### config.mk
export PLATFORM = sky130hd
export DESIGN_NAME = bcd_cnt_ndig_flat
export DESIGN_NICKNAME = d
export VERILOG_FILES = /design/src/rtl/sejf_pkg.sv /design/src/rtl/bcd_cnt_ndig_if.sv /design/src/rtl/bcd_digit.sv /design/src/rtl/bcd_cnt_ndig.sv /design/src/flat_wrapper.sv
export SDC_FILE = /design/constraint.sdc
export NUM_CORES = 1
export LEC_CHECK = 0
export CORE_MARGIN = 4
export CORE_UTILIZATION = 50
export CTS_CLUSTER_SIZE = 20
export DETAILED_ROUTE_END_ITERATION = 12
export GPL_ROUTABILITY_DRIVEN = 0
export PLACE_DENSITY = 0.77
export RECOVER_POWER = 50
export SKIP_CTS_REPAIR_TIMING = 1
export SLEW_MARGIN = 15
export SYNTH_ARGS = -nofsm -noshare
export SYNTH_HDL_FRONTEND = slang
export SYNTH_HIERARCHICAL = 1
export SYNTH_SLANG_ARGS = --single-unit
### constraint.sdc
create_clock -name clk -period 8.9 [get_ports clk]
set_input_delay 2.67 -clock clk [delete_from_list [all_inputs] [get_ports clk]]
set_output_delay 2.67 -clock clk [all_outputs]
set_load 0.02 [all_outputs]
### src/rtl/sejf_pkg.sv
// Shared definitions for the safe's counter blocks: digit width, digit
// extraction from a packed vector and load-value clamping.
package sejf_pkg;

  localparam int DIGIT_W = 4;

  function automatic logic [DIGIT_W-1:0] dig_sel(input logic [31:0] vec, input int idx);
    return vec[idx*DIGIT_W +: DIGIT_W];
  endfunction

  function automatic logic [DIGIT_W-1:0] clamp_digit(input logic [DIGIT_W-1:0] d, input int radix);
    if (int'(d) > radix - 1)
      return DIGIT_W'(radix - 1);
    return d;
  endfunction

endpackage

### src/rtl/bcd_cnt_ndig_if.sv
// Control and status bundle of the multi-digit counter.
interface bcd_cnt_ndig_if #(parameter int DIGITS = 4) ();
  logic                  en;
  logic                  up;
  logic                  load;
  logic [4*DIGITS-1:0]   load_val;
  logic [4*DIGITS-1:0]   cnt;
  logic                  wrap;
  logic                  sat;
  logic                  zero;
  logic                  at_max;

  modport master (output en, up, load, load_val,
                  input  cnt, wrap, sat, zero, at_max);
  modport slave  (input  en, up, load, load_val,
                  output cnt, wrap, sat, zero, at_max);
endinterface

### src/rtl/bcd_digit.sv
// One radix-RADIX counter cell; steps when step_in is high and reports a
// carry/borrow when it rolls past its end.
module bcd_digit
  import sejf_pkg::*;
#(
  parameter int RADIX = 10
) (
  input  logic               clk,
  input  logic               rst,
  input  logic               load,
  input  logic [DIGIT_W-1:0] ld_digit,
  input  logic               step_in,
  input  logic               up,
  output logic [DIGIT_W-1:0] digit,
  output logic [DIGIT_W-1:0] digit_nxt,
  output logic               carry_out
);

  localparam logic [DIGIT_W-1:0] DMAX = DIGIT_W'(RADIX - 1);

  always_comb begin
    digit_nxt = digit;
    if (load)
      digit_nxt = ld_digit;
    else if (step_in) begin
      if (up)
        digit_nxt = (digit == DMAX) ? '0 : digit + 1'b1;
      else
        digit_nxt = (digit == '0) ? DMAX : digit - 1'b1;
    end
  end

  always_ff @(posedge clk) begin
    if (!rst)
      digit <= '0;
    else
      digit <= digit_nxt;
  end

  assign carry_out = step_in & (up ? (digit == DMAX) : (digit == '0));

endmodule

### src/rtl/bcd_cnt_ndig.sv
// Multi-digit radix-N up/down counter with parallel load and wrap or
// saturate behaviour at the ends of the range.
module bcd_cnt_ndig
  import sejf_pkg::*;
#(
  parameter int DIGITS = 4,
  parameter int RADIX  = 10,
  parameter int WRAP   = 1
) (
  input  logic           clk,
  input  logic           rst,
  bcd_cnt_ndig_if.slave  bus
);

  localparam logic [DIGIT_W-1:0] DMAX = DIGIT_W'(RADIX - 1);

  logic [DIGITS-1:0]         step;
  logic [DIGITS-1:0]         carry;
  logic [DIGIT_W*DIGITS-1:0] cnt_q;
  logic [DIGIT_W*DIGITS-1:0] cnt_nxt;
  logic all_max, all_zero, nxt_max, nxt_zero;
  logic eor, blocked;
  logic wrap_q, sat_q, zero_q, at_max_q;

  always_comb begin
    all_max  = 1'b1;
    all_zero = 1'b1;
    nxt_max  = 1'b1;
    nxt_zero = 1'b1;
    for (int i = 0; i < DIGITS; i++) begin
      all_max  &= (dig_sel(32'(cnt_q), i) == DMAX);
      all_zero &= (dig_sel(32'(cnt_q), i) == '0);
      nxt_max  &= (dig_sel(32'(cnt_nxt), i) == DMAX);
      nxt_zero &= (dig_sel(32'(cnt_nxt), i) == '0);
    end
  end

  // End-of-range is detected from the digits directly so that blocking the
  // first step in saturate mode does not feed back through the carry chain.
  assign eor     = bus.up ? all_max : all_zero;
  assign blocked = (WRAP == 0) && eor;
  assign step[0] = bus.en & ~bus.load & ~blocked;

  for (genvar g = 0; g < DIGITS; g++) begin : g_dig
    if (g > 0) begin : g_chain
      assign step[g] = carry[g-1];
    end
    bcd_digit #(.RADIX(RADIX)) u_digit (
      .clk       (clk),
      .rst       (rst),
      .load      (bus.load),
      .ld_digit  (clamp_digit(dig_sel(32'(bus.load_val), g), RADIX)),
      .step_in   (step[g]),
      .up        (bus.up),
      .digit     (cnt_q[g*DIGIT_W +: DIGIT_W]),
      .digit_nxt (cnt_nxt[g*DIGIT_W +: DIGIT_W]),
      .carry_out (carry[g])
    );
  end

  always_ff @(posedge clk) begin
    if (!rst) begin
      wrap_q   <= 1'b0;
      sat_q    <= 1'b0;
      zero_q   <= 1'b1;
      at_max_q <= 1'b0;
    end else begin
      wrap_q   <= carry[DIGITS-1];
      sat_q    <= bus.en & ~bus.load & blocked;
      zero_q   <= nxt_zero;
      at_max_q <= nxt_max;
    end
  end

  assign bus.cnt    = cnt_q;
  assign bus.wrap   = wrap_q;
  assign bus.sat    = sat_q;
  assign bus.zero   = zero_q;
  assign bus.at_max = at_max_q;

endmodule
### src/flat_wrapper.sv
// flat-port wrapper written by rule: the top's interface ports become plain ports
module bcd_cnt_ndig_flat import sejf_pkg::*;
#(
  parameter int DIGITS = 4,
  parameter int RADIX  = 10,
  parameter int WRAP   = 1
)
  (clk, rst, bus_en, bus_up, bus_load, bus_load_val, bus_cnt, bus_wrap, bus_sat, bus_zero, bus_at_max);
  bcd_cnt_ndig_if #(.DIGITS(DIGITS)) bus_i ();
  input  logic clk;
  input  logic rst;
  input wire logic [$bits(bus_i.en)-1:0] bus_en;
  input wire logic [$bits(bus_i.up)-1:0] bus_up;
  input wire logic [$bits(bus_i.load)-1:0] bus_load;
  input wire logic [$bits(bus_i.load_val)-1:0] bus_load_val;
  output wire logic [$bits(bus_i.cnt)-1:0] bus_cnt;
  output wire logic [$bits(bus_i.wrap)-1:0] bus_wrap;
  output wire logic [$bits(bus_i.sat)-1:0] bus_sat;
  output wire logic [$bits(bus_i.zero)-1:0] bus_zero;
  output wire logic [$bits(bus_i.at_max)-1:0] bus_at_max;
  assign bus_i.en = bus_en;
  assign bus_i.up = bus_up;
  assign bus_i.load = bus_load;
  assign bus_i.load_val = bus_load_val;
  assign bus_cnt = bus_i.cnt;
  assign bus_wrap = bus_i.wrap;
  assign bus_sat = bus_i.sat;
  assign bus_zero = bus_i.zero;
  assign bus_at_max = bus_i.at_max;
  bcd_cnt_ndig #(.DIGITS(DIGITS), .RADIX(RADIX), .WRAP(WRAP)) u_core (.clk(clk), .rst(rst), .bus(bus_i));
endmodule
---- Yosys cells after proc, flatten, opt, wreduce, memory -nomap -nowiden ----
Index checks and enable logic that the tools add are counted.
storage, ports and cells
  input bits .............................. 21
  flip-flop bits (word level) ............. 19
  logic and storage cells ................. 83
  output and inout port bits .............. 20
cells by class
  reductions and logical operators ........ 8
  muxes and demuxes ....................... 36
  bitwise gates (word level) .............. 12
  equal/unequal tests ..................... 8
  magnitude comparators ................... 4
  add/subtract/negate cells ............... 8
operator list
  kind                                                  number
  2-to-1 mux 4 bit                                      28
  equality test 4 bit, second input constant            8
  zero test 4 bit                                       8
  adder 4 x 1 -> 4 bit, second input constant           4
  greater-than comparator 4 bit, second input constant  4
  subtractor 4 x 1 -> 4 bit, second input constant      4
  bitwise AND 1 bit                                     11
  2-to-1 mux 1 bit                                      8
  NOT 1 bit                                             1

---- Longest topological paths before layout ----
  word-level depth ........................ 9
  depth in mapped cells ................... 15
  gate-level depth less buffers ........... 14

---- Cells and area by module ----
The synthesis kept the hierarchy.
modules (own cells, without submodules)
  module        instances  cells each  seq. area each (µm²)  area each (µm²)
  bcd_digit     4          59          80.1                  412.9
  bcd_cnt_ndig  1          38          60.1                  259.0

---- Worst setup path before layout ----
OpenSTA, ideal clock, no wires.
  path kind ............................... in2reg
  from .................................... input port bus_en
  to ...................................... register u_core.zero_q, in the netlist u_core/bus.zero
  buffers on the path ..................... 0
  required time ........................... 8,826 ps
  setup time .............................. 74 ps
  arrival time ............................ 5,251 ps
  stages on the path ...................... 14
  path slack .............................. 3,575 ps
  path through ............................ nor2b_1 nand2_1 a21oi_1 nand2_1 a21oi_1 nand2_1 a21oi_1 nor2b_1 o31ai_2 a211oi_1 nor2_1 nor4_1 nand2_1 o21ai_0
between the ends
  cells in the longest elaborated chain, start to end .. 8
  elaborated cells between the ends (all ways) .. 19
  classes of those cells .................. mux: 8; bitwise: 7; reduce/logical: 4
ends and longest elaborated chain
  item                    RTL line            RTL
  start: declaration      flat_wrapper.sv:12  input wire logic [$bits(bus_i.en)-1:0] bus_en;
  bitwise AND 1 bit       bcd_cnt_ndig.sv:42  assign step[0] = bus.en & ~bus.load & ~blocked;
  bitwise AND 1 bit       bcd_digit.sv:40     assign carry_out = step_in & (up ? (digit == DMAX) : (digit == '0));
  net u_core.carry[0]     bcd_cnt_ndig.sv:18  logic [DIGITS-1:0] carry;
  bitwise AND 1 bit       bcd_digit.sv:40
  net u_core.carry[1]     bcd_cnt_ndig.sv:18
  bitwise AND 1 bit       bcd_digit.sv:40
  net u_core.carry[2]     bcd_cnt_ndig.sv:18
  2-to-1 mux 4 bit        bcd_digit.sv:25     else if (step_in) begin
  2-to-1 mux 4 bit        bcd_digit.sv:23     if (load)
  net u_core.cnt_nxt[15]  bcd_cnt_ndig.sv:20  logic [DIGIT_W*DIGITS-1:0] cnt_nxt;
  zero test 4 bit         bcd_cnt_ndig.sv:34  nxt_zero &= (dig_sel(32'(cnt_nxt), i) == '0);
  bitwise AND 1 bit       bcd_cnt_ndig.sv:34
  end signal: assignment  bcd_cnt_ndig.sv:70  zero_q <= nxt_zero;
  end: declaration        bcd_cnt_ndig.sv:23  logic wrap_q, sat_q, zero_q, at_max_q;
The timed path passes the listed nets, and every way through them passes these cells.
A chain may end at the register's enable or synchronous reset.

---- Worst setup path after layout ----
  from .................................... input port bus_load
  to ...................................... register u_core.at_max_q, in the netlist u_core/bus.at_max
between the ends
  cells in the longest elaborated chain, start to end .. 9
  elaborated cells between the ends (all ways) .. 20
  classes of those cells .................. eq/ne: 4; mux: 8; bitwise: 8
ends and longest elaborated chain
  item                    RTL line            RTL
  start: declaration      flat_wrapper.sv:14  input wire logic [$bits(bus_i.load)-1:0] bus_load;
  NOT 1 bit               bcd_cnt_ndig.sv:42
  bitwise AND 1 bit       bcd_cnt_ndig.sv:42
  net u_core.step[0]      bcd_cnt_ndig.sv:17  logic [DIGITS-1:0] step;
  bitwise AND 1 bit       bcd_digit.sv:40
  net u_core.carry[0]     bcd_cnt_ndig.sv:18
  bitwise AND 1 bit       bcd_digit.sv:40
  net u_core.carry[1]     bcd_cnt_ndig.sv:18
  bitwise AND 1 bit       bcd_digit.sv:40
  net u_core.carry[2]     bcd_cnt_ndig.sv:18
  2-to-1 mux 4 bit        bcd_digit.sv:25
  2-to-1 mux 4 bit        bcd_digit.sv:23
  net u_core.cnt_nxt[13]  bcd_cnt_ndig.sv:20
  equality test 4 bit     bcd_cnt_ndig.sv:33  nxt_max &= (dig_sel(32'(cnt_nxt), i) == DMAX);
  bitwise AND 1 bit       bcd_cnt_ndig.sv:33
  end signal: assignment  bcd_cnt_ndig.sv:71  at_max_q <= nxt_max;
  end: declaration        bcd_cnt_ndig.sv:23
The timed path passes the listed nets, and every way through them passes these cells.

==> impl_metrics.tcl <==
set metrics [dict create \
    run_status "finished, violations left" \
    violations "max-capacitance violations, max-slew violations" \
    max_slew_margin_pct -3.809 \
    grt_pass1_wl_um 7293 \
    whs_ns 0.7576 \
    path_clk_slew_ns 0.07 \
    wl_per_cell_um 13.02 \
    p_total_mw 0.2452 \
    synth.area.mux_share_pct 0 \
    fin_skew_ns 0.005196 \
    drc 0 \
    synth-xor-area-share_pct 5.501 \
    grt_max_degree 53 \
    synth_compound_area_share_pct 26.46 \
    startpoint_type "input pin" \
    power_density_nw_per_um2 109.7 \
    final.setup.tns_ns 0 \
    areaGrowthSynthToFinish_pct 17.03 \
    cp_slowest_stage_delay_ns 0.61 \
    power.leakage_nw 0.8030 \
    antenna_cells 0 \
    crit_path_cell_trace "dlygate4sd3_1 -> clkbuf_1 -> nor2b_1 -> nand2_1 -> a21oi_1 -> nand2_1 -> a21oi_1 -> nand2_1 -> a21oi_1 -> a21oi_1 -> a311oi_1 -> a21oi_1 -> nor4_1 -> nand2_1 -> nor4_2" \
    numPortBuffers 39 \
    clock.fmax_mhz 141.4 \
    ys_ff_latch 19 \
    h-tree-depth 1 \
    async_reset_ff_share_pct 0 \
    synth_fa_ha_area_share_pct 0 \
    nNetsFinal 312 \
    rsz0062_at_grt "no" \
    coreArea_um2 3689 \
    maxCapViolations 1 \
    dieArea_um2 4874 \
    drive_above_1_share_pct 7.586 \
    required_ns 9.07 \
    ios 41 \
    synth_top_cells_by_area "dfxtp_1 (20%), nor2b_1 (6.9%), a21oi_1 (6.3%)" \
    peakVddDrop_mv 0.05413 \
    synth.largest_area_cell "dfxtp_1" \
    antenna_found_initial 0 \
    grt_pass1_vias 1580 \
    critical_path_class "in -> reg" \
    yosys_warnings 6 \
    die_w_um 69.82 \
    fin_util_pct 60.62 \
    synthCells 274 \
    yosys.area.top_type_share_pct 19.91 \
    cts_buffers 3 \
    synth_cell_types 33 \
    synth.avg_cell_area_um2 6.973 \
    die_h_um 69.82 \
    synth-edff-count 0 \
    cp-end-kind "flip-flop" \
    crit_path_top_delay_cell "clkbuf_1" \
    vias_per_cell 5.562 \
    ys.flop_type "dfxtp_1" \
    clock_sinks 19 \
    synthTopCellsByCount "a21oi_1 (24), nor2_1 (24), nor2b_1 (21), dfxtp_1 (19), nand3_1 (17)" \
    drt_iter0_drc 210 \
    ys_seq_area_share_pct 19.91 \
    drv_slew 42 \
    post-route-period-util_pct 79.45 \
    hold_path.class "reg -> reg" \
    grt_usage_pct 17.48 \
    syn_nets 295 \
    synth_top_family_by_area "simple AND/OR/NAND/NOR gates" \
    worst_pin_slew_ns 1.557 \
    setup_viol 0 \
    ant_nets 0 \
    grt-ovfl-total 0 \
    hpwl_um 3148 \
    yosys.area_share.simple_pct 34.45 \
    crit_top_cell "a21oi_1" \
    vias 1880 \
    cp.arrival_ns 7.24 \
    initial_core_util_pct 51.80 \
    crit_fanout 41 \
    clk_path_buf_depth 2 \
    regToRegSetupSlack_ns 5.18 \
    min_period_ns 7.071 \
    wirelength_um 4401 \
    hold_viol_final 0 \
    cts_tree "yes" \
    root_buffer "clkbuf_8" \
    dr.pass1.iters 4 \
    rows 22 \
    syn_area_um2 1911 \
    clk_latency_ns 0.25 \
]
-- per-stage QoR --
| step | instance area [um^2] | setup WS (ns) | std cells |
|---|---|---|---|
| 2_1_floorplan | 1911 | 3.575 | 274 |
| 3_3_place_gp | 2193 | 2.540 | 334 |
| 3_5_place_dp | 2193 | 2.351 | 334 |
| 4_1_cts | 2240 | 2.620 | 338 |
| 5_1_grt | 2236 | 1.336 | 338 |
| 6_report | 2236 | 1.829 | 338 |
-- critical path: cells and delay by family --
kind | cells | cell delay [ns]
simple gates | 7 | 1.55
buf+inv | 2 | 1.14
compound gates | 6 | 1.87
-- report_power, final --
group	switching, mW	internal [mW]
logic	0.0399	0.0400
clock network	0.0283	0.0311
registers	0.0156	0.0902
-- placed cells by master, fill, tap and decap left out, types with 3 or more instances in the layout --
cell type	n
inv_2	4
o21bai_1	8
nor2_1	24
inv_1	16
nand3_1	17
clkbuf_8	3
clkdlybuf4s50_1	22
o21ai_1	7
and3_1	4
or3_1	4
a21oi_1	24
nor3_2	4
nor2b_1	21
nand4b_1	4
nor4_1	4
o31ai_1	4
xnor2_1	12
o31ai_2	4
o21ai_0	10
a211oi_1	8
dfxtp_1	19
a311oi_1	4
and2_1	9
or3_4	4
dlygate4sd3_1	17
nand2_1	15
a221o_1	4
o22ai_1	4
nand2b_1	4
-- flip-flops by register name, summed over array words and instances, names as in the netlist --
| register | count |
|---|---|
| u_core/g_dig.u_digit/digit | 16 |
| u_core/bus.wrap | 1 |
| u_core/bus.at_max | 1 |
| u_core/bus.zero | 1 |
-- worst paths after layout --
check | start | to | cells after the start
worst max-delay path | bus_load | u_core/bus.at_max | 15
worst min-delay path | u_core/g_dig[3].u_digit/digit[3] | u_core/bus.wrap | 3
worst max register to register | u_core/g_dig[0].u_digit/digit[0] | u_core/bus.at_max | 12
worst min register to register | u_core/g_dig[3].u_digit/digit[3] | u_core/bus.wrap | 3
-- kinds of logic after synthesis --
| logic type | count (synthesis) |
|---|---|
| flip-flops | 19 |
| XOR/XNOR | 12 |
| AND/OR/NAND/NOR | 116 |
| AO/OA/AOI/OAI | 77 |
| buffers and inverters | 49 |
| other | 1 |
-- area by class of cell --
class	instances	area, um^2
Sequential cell	19	380.4
Clock buffer	3	41.29
Tap cell	48	60.06
Fill cell	374	1453
Clock inverter	1	5.005
Inverter	20	75.07
Timing Repair Buffer	41	401.6
Multi-Input combinational cell	206	1272
-- layer usage --
layer | vias to the layer above | global-route usage, % | part of all wire (%)
met3 | 4 | 2.464 | 5.0
met5 | - | 0 | 0
li1 | 980 | - | -
met2 | 60 | 26.86 | 46
met4 | 0 | 4.468 | 0.95
met1 | 836 | 25.44 | 48
No activity file was read; power rests on OpenSTA's default activity.
